$ cat config.mk
export PLATFORM = sky130hd
export DESIGN_NAME = accum4_ctrl_flat
export DESIGN_NICKNAME = d
export VERILOG_FILES = /design/src/rtl/accum_pkg.sv /design/src/rtl/accum4_ctrl_if.sv /design/src/rtl/accum_sat.sv /design/src/rtl/accum4_ctrl.sv /design/src/flat_wrapper.sv
export SDC_FILE = /design/constraint.sdc
export NUM_CORES = 1
export LEC_CHECK = 0
export BUFFER_PORTS_ARGS = -buffer_cell sky130_fd_sc_hd__buf_2
export CORE_UTILIZATION = 31
export DETAILED_ROUTE_END_ITERATION = 16
export RECOVER_POWER = 50
export SLEW_MARGIN = 30
export SYNTH_ARGS = -nofsm -noshare
export SYNTH_HDL_FRONTEND = slang
export SYNTH_HIERARCHICAL = 1
export SYNTH_SLANG_ARGS = --single-unit
$ cat constraint.sdc
create_clock -name clk -period 1.4 [get_ports clk]
set_input_delay 0.28 -clock clk [delete_from_list [all_inputs] [get_ports clk]]
set_output_delay 0.28 -clock clk [all_outputs]
set_load 0.01 [all_outputs]
$ cat src/rtl/accum_pkg.sv
// accum_pkg: op-code constants and FSM state encoding shared by the accumulator, operand-entry and display stages.
package accum_pkg;
    localparam logic [1:0] OP_LOAD  = 2'b00;
    localparam logic [1:0] OP_ADD   = 2'b01;
    localparam logic [1:0] OP_SUB   = 2'b10;
    localparam logic [1:0] OP_CLEAR = 2'b11;
    typedef enum logic {ST_IDLE = 1'b0, ST_EXEC = 1'b1} state_t;
endpackage

$ cat src/rtl/accum4_ctrl_if.sv
// accum4_ctrl_if: operation request, status and addsub4 datapath bus of the accumulator stage.
interface accum4_ctrl_if #(parameter int WIDTH = 4);
    logic             op_valid;
    logic [1:0]       op_code;
    logic [WIDTH-1:0] operand;
    logic [WIDTH-1:0] as_a;
    logic [WIDTH-1:0] as_b;
    logic             as_m;
    logic [WIDTH-1:0] sum_s;
    logic             sum_cout;
    logic             sum_vout;
    logic [WIDTH-1:0] acc;
    logic             carry_flg;
    logic             ovf_flg;
    logic             ovf_sticky;
    logic             busy;
    logic             done;
    modport master (output op_valid, op_code, operand, sum_s, sum_cout, sum_vout,
                    input as_a, as_b, as_m, acc, carry_flg, ovf_flg, ovf_sticky, busy, done);
    modport slave  (input op_valid, op_code, operand, sum_s, sum_cout, sum_vout,
                    output as_a, as_b, as_m, acc, carry_flg, ovf_flg, ovf_sticky, busy, done);
endinterface

$ cat src/rtl/accum_sat.sv
// accum_sat: clamps an overflowed result to signed max/min by the accumulator sign; built only with ACCUM_SATURATE_EN.
`ifdef ACCUM_SATURATE_EN
module accum_sat #(parameter int WIDTH = 4) (
    input  logic [WIDTH-1:0] sum,
    input  logic             vout,
    input  logic             a_msb,
    output logic [WIDTH-1:0] result
);
    assign result = !vout ? sum : a_msb ? {1'b1, {(WIDTH-1){1'b0}}} : {1'b0, {(WIDTH-1){1'b1}}};
endmodule
`endif

$ cat src/rtl/accum4_ctrl.sv
// accum4_ctrl: load/add/sub/clear accumulator sequencing an external addsub4.
// Define ACCUM_SATURATE_EN to saturate overflowing ADD/SUB results instead of wrapping.
module accum4_ctrl
    import accum_pkg::*;
#(parameter int WIDTH = 4) (
    input logic         clk,
    input logic         rst,
    accum4_ctrl_if.slave bus
);
    state_t           state, nxt;
    logic [WIDTH-1:0] acc, as_b, result;
    logic             as_m, carry, ovf, sticky, done, arith;
    assign arith = bus.op_code == OP_ADD || bus.op_code == OP_SUB;
`ifdef ACCUM_SATURATE_EN
    accum_sat #(.WIDTH(WIDTH)) u_sat (
        .sum   (bus.sum_s),
        .vout  (bus.sum_vout),
        .a_msb (acc[WIDTH-1]),
        .result(result)
    );
`else
    assign result = bus.sum_s;
`endif
    always_ff @(posedge clk or posedge rst)
        if (rst) state <= ST_IDLE;
        else     state <= nxt;
    always_comb begin
        nxt = state;
        nxt = state == ST_EXEC ? ST_IDLE : (bus.op_valid && arith) ? ST_EXEC : ST_IDLE;
    end
    // The adder sees acc/as_b/as_m for the whole EXEC cycle, so its outputs are settled at the commit edge.
    always_ff @(posedge clk or posedge rst) begin
        if (rst) begin
            acc    <= '0;
            as_b   <= '0;
            as_m   <= 1'b0;
            carry  <= 1'b0;
            ovf    <= 1'b0;
            sticky <= 1'b0;
            done   <= 1'b0;
        end else begin
            done <= 1'b0;
            if (state == ST_EXEC) begin
                acc    <= result;
                carry  <= bus.sum_cout;
                ovf    <= bus.sum_vout;
                sticky <= sticky | bus.sum_vout;
                done   <= 1'b1;
            end else if (bus.op_valid) begin
                if (arith) begin
                    as_b <= bus.operand;
                    as_m <= bus.op_code == OP_SUB;
                end else begin
                    acc    <= bus.op_code == OP_LOAD ? bus.operand : '0;
                    carry  <= 1'b0;
                    ovf    <= 1'b0;
                    sticky <= bus.op_code == OP_LOAD ? sticky : 1'b0;
                    done   <= 1'b1;
                end
            end
        end
    end
    assign bus.acc        = acc;
    assign bus.as_a       = acc;
    assign bus.as_b       = as_b;
    assign bus.as_m       = as_m;
    assign bus.carry_flg  = carry;
    assign bus.ovf_flg    = ovf;
    assign bus.ovf_sticky = sticky;
    assign bus.done       = done;
    assign bus.busy       = state == ST_EXEC;
endmodule

$ cat src/flat_wrapper.sv
// flat-port wrapper written by rule: the top's interface ports become plain ports
module accum4_ctrl_flat import accum_pkg::*;
#(parameter int WIDTH = 4)
  (clk, rst, bus_op_valid, bus_op_code, bus_operand, bus_sum_s, bus_sum_cout, bus_sum_vout, bus_as_a, bus_as_b, bus_as_m, bus_acc, bus_carry_flg, bus_ovf_flg, bus_ovf_sticky, bus_busy, bus_done);
  accum4_ctrl_if #(.WIDTH(WIDTH)) bus_i ();
  input logic clk;
  input logic rst;
  input wire logic [$bits(bus_i.op_valid)-1:0] bus_op_valid;
  input wire logic [$bits(bus_i.op_code)-1:0] bus_op_code;
  input wire logic [$bits(bus_i.operand)-1:0] bus_operand;
  input wire logic [$bits(bus_i.sum_s)-1:0] bus_sum_s;
  input wire logic [$bits(bus_i.sum_cout)-1:0] bus_sum_cout;
  input wire logic [$bits(bus_i.sum_vout)-1:0] bus_sum_vout;
  output wire logic [$bits(bus_i.as_a)-1:0] bus_as_a;
  output wire logic [$bits(bus_i.as_b)-1:0] bus_as_b;
  output wire logic [$bits(bus_i.as_m)-1:0] bus_as_m;
  output wire logic [$bits(bus_i.acc)-1:0] bus_acc;
  output wire logic [$bits(bus_i.carry_flg)-1:0] bus_carry_flg;
  output wire logic [$bits(bus_i.ovf_flg)-1:0] bus_ovf_flg;
  output wire logic [$bits(bus_i.ovf_sticky)-1:0] bus_ovf_sticky;
  output wire logic [$bits(bus_i.busy)-1:0] bus_busy;
  output wire logic [$bits(bus_i.done)-1:0] bus_done;
  assign bus_i.op_valid = bus_op_valid;
  assign bus_i.op_code = bus_op_code;
  assign bus_i.operand = bus_operand;
  assign bus_i.sum_s = bus_sum_s;
  assign bus_i.sum_cout = bus_sum_cout;
  assign bus_i.sum_vout = bus_sum_vout;
  assign bus_as_a = bus_i.as_a;
  assign bus_as_b = bus_i.as_b;
  assign bus_as_m = bus_i.as_m;
  assign bus_acc = bus_i.acc;
  assign bus_carry_flg = bus_i.carry_flg;
  assign bus_ovf_flg = bus_i.ovf_flg;
  assign bus_ovf_sticky = bus_i.ovf_sticky;
  assign bus_busy = bus_i.busy;
  assign bus_done = bus_i.done;
  accum4_ctrl #(.WIDTH(WIDTH)) u_core (.clk(clk), .rst(rst), .bus(bus_i));
endmodule
## Yosys cells after proc, flatten, opt, wreduce, memory -nomap -nowiden

Cells that the tools add are included.
Widths: inputs -> output; s select.

- $lt $le $gt $ge: 0
- Reduce and logical (&&, ||, !) cells: 7
- Multiply operators: 0
- Shifts and indexed selects: 0
- Bitwise operators: 2
- Add/subtract/negate cells: 0
- Mux-type cells: 17
- Eq/ne operators: 4
- Div/mod/pow operators: 0

Operator list:

| cell | count |
|---|---|
| $mux 4 | 4 |
| $mux 1 | 13 |
| $reduce_and 3->1 | 2 |
| $ne 2x1->1 const B | 2 |
| $eq 2x1->1 const B | 1 |
| $eq 2x2->1 const B | 1 |
| $logic_not 2->1 | 1 |
| $reduce_and 2->1 | 1 |
| $reduce_bool 2->1 | 1 |
| $logic_and 1x1->1 | 1 |
| $logic_or 1x1->1 | 1 |
| $not 1->1 | 1 |
| $or 1x1->1 | 1 |

- ROM bits: 0
- Latch bits: 0
- Input port bits: 15
- Logic and storage cells: 38
- Memories: 0
- Memory bits (writable): 0
- Output and inout bits: 18
- Register bits: 14

## Depth between registers and ports, before layout

- Depth in word-level cells: 5
- Depth in mapped cells: 5
- Mapped depth without buffers: 5

## Least setup slack after synthesis

OpenSTA, ideal clock, no wires.

- Path type: in2reg
- Start point: input bus_op_code[0]
- End point: register u_core.acc[1] (netlist: u_core/bus.acc[1])
- Data arrival time: 1.226 ns
- Cell stages on the path: 5
- Required time: 1.273 ns
- Setup time: 0.127 ns
- Buffers on the path: 0
- Setup slack: 0.048 ns
- Cell sequence: inv_1 -> ha_1 -> inv_1 -> a21oi_1 -> a221o_2

- Word-level cells in the longest chain between the ends: 5

RTL lines:

| what | line | source |
|---|---|---|
| start: declaration | flat_wrapper.sv:9 | `input wire logic [$bits(bus_i.op_code)-1:0] bus_op_code;` |
| $logic_not 2->1 | accum4_ctrl.sv:54 | `acc <= bus.op_code == OP_LOAD ? bus.operand : '0;` |
| $mux 4 | accum4_ctrl.sv:54 |  |
| $mux 4 | accum4_ctrl.sv:50 | `if (arith) begin` |
| $mux 4 | accum4_ctrl.sv:49 | `end else if (bus.op_valid) begin` |
| $mux 4 | accum4_ctrl.sv:43 | `if (state == ST_EXEC) begin` |
| end signal: assignment | accum4_ctrl.sv:44 | `acc <= result;` |
| end signal: assignment | accum4_ctrl.sv:54 |  |
| end: declaration | accum4_ctrl.sv:11 | `logic [WIDTH-1:0] acc, as_b, result;` |

Parallel ways exist; a longest one is shown, timed or not. The select of a mux whose other input is x is not followed.
A chain may end at the register's enable or synchronous reset.

## Final worst setup path

- Start point: register u_core.state (netlist: u_core/bus.busy)
- End point: output bus_busy

RTL lines:

| what | line | source |
|---|---|---|
| start: declaration | accum4_ctrl.sv:10 | `state_t state, nxt;` |
| start signal: assignment | accum4_ctrl.sv:26 | `else state <= nxt;` |
| end: declaration | flat_wrapper.sv:21 | `output wire logic [$bits(bus_i.busy)-1:0] bus_busy;` |

No word-level cell between the ends.

==> impl_metrics.py <==
metrics = {
    "run_status": {
        "status": "finished, final reports clean",
    },
    "clock_network": {
        "cts_sinks": 14,
        "cts_buffers": 3,
        "cts-resized-gates": 0,
        "clock_path_buffers": 2,
        "cts_hold_buf": 0,
        "clk_latency_ps": 270,
        "cts_tree": "yes",
        "cts.htree.levels": 1,
        "cts_root_buffer": "clkbuf_4",
        "clk_pin_slew_ps": 80,
        "post_cts_buffers": 0,
    },
    "yosys": {
        "yosysUniqueCellTypes": 15,
        "yosysTopAreaCellShare_pct": 55.0,
        "post-synth-top-count-cell": "dfrtp_1",
        "synthXorXnorAreaFrac_pct": 0,
        "syn_area_um2": 637,
        "yosys.area_share.adder_pct": 3.93,
        "synthSimpleGateAreaFrac_pct": 11.6,
        "synth_mux_area_share_pct": 8.84,
        "synth_seq_cells": 14,
        "synth_area_leaders": "dfrtp_1 55%, mux2_2 8.8%, buf_4 5.9%, a221o_2 5.3%, ha_1 3.9%",
        "synthesis.nets": 65,
        "synthCells": 48,
        "yosysTopAreaCell": "dfrtp_1",
        "synth_compound_area_share_pct": 11.2,
        "synth_top_family_by_area": "simple AND/OR/NAND/NOR gates",
        "postSynthAreaPerCell_um2": 13.3,
        "async_flop_share_pct": 100,
        "ys_warn_count": 6,
        "synth_ff_type": "dfrtp_1",
        "synth_seq_area_share_pct": 55.0,
        "synth_common_cells": "14 x dfrtp_1, 6 x inv_1, 5 x buf_4, 5 x mux2_2",
        "synth_edf_count": 0,
    },
    "timing": {
        "hold_violations": 0,
        "fin_ws_ps": 102,
        "max_freq_mhz": 770,
        "rsz0062_at_grt": "no",
        "tightest_slew_ps": 523,
        "skew_ps": 1.67,
        "post-route-period-util_pct": 92.7,
        "setup_violations": 0,
        "slew_headroom_pct": 65.1,
        "timing.hold.ws_ps": 27.6,
        "fin_crit_ps": 1300,
        "report.final.slew_viol_count": 0,
    },
    "setup_path": {
        "critPathLaunchType": "flop",
        "crit_path_max_incr_delay_ps": 430,
        "path_max_fanout": 8,
        "timing.rr.end": "u_core/bus.acc[2]",
        "path_cells": "buf_4 -> buf_2",
        "endpoint": "bus_busy",
        "timing.rr.start": "u_core/bus.busy",
        "cp.arrival_ps": 1020,
        "end_kind": "primary output",
        "reg2reg_slack_ps": 240,
        "r2r_cells": 3,
        "path_class": "reg2out",
        "worstSetupStartpoint": "u_core/bus.busy",
        "worstPathRequired_ps": 1120,
        "critPathSlowestCell": "dfrtp_1",
    },
    "detailed_routing": {
        "wire_per_inst_um": 10.5,
        "avgViaCountPerCell": 4.32,
        "final_antenna_net_count": 0,
        "drt-initial-drc-count": 3,
        "drt-pass1-iter-count": 2,
        "vias": 475,
        "drc": 0,
        "wirelength_mm": 1.15,
    },
    "finish": {
        "antennaDiodeCount": 0,
        "syn_to_final_growth_pct": 32.2,
        "drive_gt1_share_pct": 51.8,
        "nets": 102,
        "final_core_util_pct": 43.4,
    },
    "die": {
        "core-area_um2": 1940,
        "io_pins": 33,
        "start_util_pct": 32.8,
        "die_area_um2": 2240,
        "dieWidth_um": 47.3,
        "die_h_um": 47.3,
        "rows": 16,
    },
    "global_route": {
        "grt_max_degree": 15,
        "antenna_found_initial": 0,
        "grt_use_total_pct": 11.4,
        "grt_pass1_wl_mm": 1.70,
        "overflow": 0,
        "grt_pass1_vias": 385,
    },
    "placed_design": {
        "place.gp.congestion": 0.704,
        "place_ws_ps": -81.1,
        "io_buffers": 32,
        "dpl.hpwl_um": 930,
    },
    "pwr": {
        "power_density_nw_per_um2": 1220,
        "peakVddDrop_uv": 661,
        "p_leak_uw": 0.000460,
    },
    "run": {
        "cap_violations": 0,
    },
    "hold_path": {
        "hold_class": "in2async",
    },
}
## kinds of logic after synthesis
family          Yosys count
mux                       5
simple gates              8
compound gates            8
fa+ha+maj                 2
buf+inv                  11
flops                    14
## power breakdown
part | internal, µW | leakage (µW) | switching [µW]
Combinational | 147 | 0.000271 | 141
Clock | 99.5 | 0.0000138 | 120
Sequential | 478 | 0.000175 | 41.3
## worst min path at each step
stage	to	slack, ps	cells after the start
floorplan	u_core/bus.acc[0]	170	1
global placement	u_core/bus.carry_flg	340	2
detailed placement	u_core/bus.ovf_flg	350	2
CTS	u_core/bus.acc[3]	50	2
global route	u_core/bus.acc[3]	70	2
finish	u_core/bus.ovf_flg	30	2
## stage by stage
stage | TNS (ps) | cells | total power (µW) | instance area [µm²]
floorplan | 0 | 48 | 711 | 637
global placement | -607 | 107 | 829 | 831
detailed placement | -721 | 107 | 834 | 831
CTS | 0 | 110 | 1050 | 853
global route | 0 | 110 | 1110 | 842
finish | 0 | 110 | 1030 | 842
## sequential cells by signal (all words and copies together), names as in the netlist
register,flops
u_core/bus.acc,4
u_core/bus.as_b,4
u_core/bus.as_m,1
u_core/bus.busy,1
u_core/bus.carry_flg,1
u_core/bus.done,1
u_core/bus.ovf_flg,1
u_core/bus.ovf_sticky,1
## layer usage
metal,GRT usage [%],part of all wire (%),vias to the layer above
met5,0,0,-
met4,5.14,1.5,0
met3,5.00,6.9,2
met2,14.8,45,19
met1,16.1,46,218
li1,-,-,236
## cell usage in the layout (no fill, tap or decap), drive strengths merged
cell / count
a21oi: 2
nand3b: 1
dfrtp: 14
a221o: 4
nor2: 1
clkbuf: 10
nor4b: 1
a22o: 2
buf: 30
inv: 6
nor4bb: 1
and2: 4
mux2: 5
ha: 2
## critical path, delay by kind of cell (launching register included)
kind / cells / cell delay (ps)
buf+inv: 2 / 320
flops: 1 / 430
## layout make-up
type	instances	area, µm²
Tap cell	27	33.8
Multi-Input combinational cell	23	226
Fill cell	206	1100
Inverter	6	22.5
Sequential cell	14	350
Clock buffer	3	22.5
Timing Repair Buffer	37	186
(Power assumes the default switching activity.)
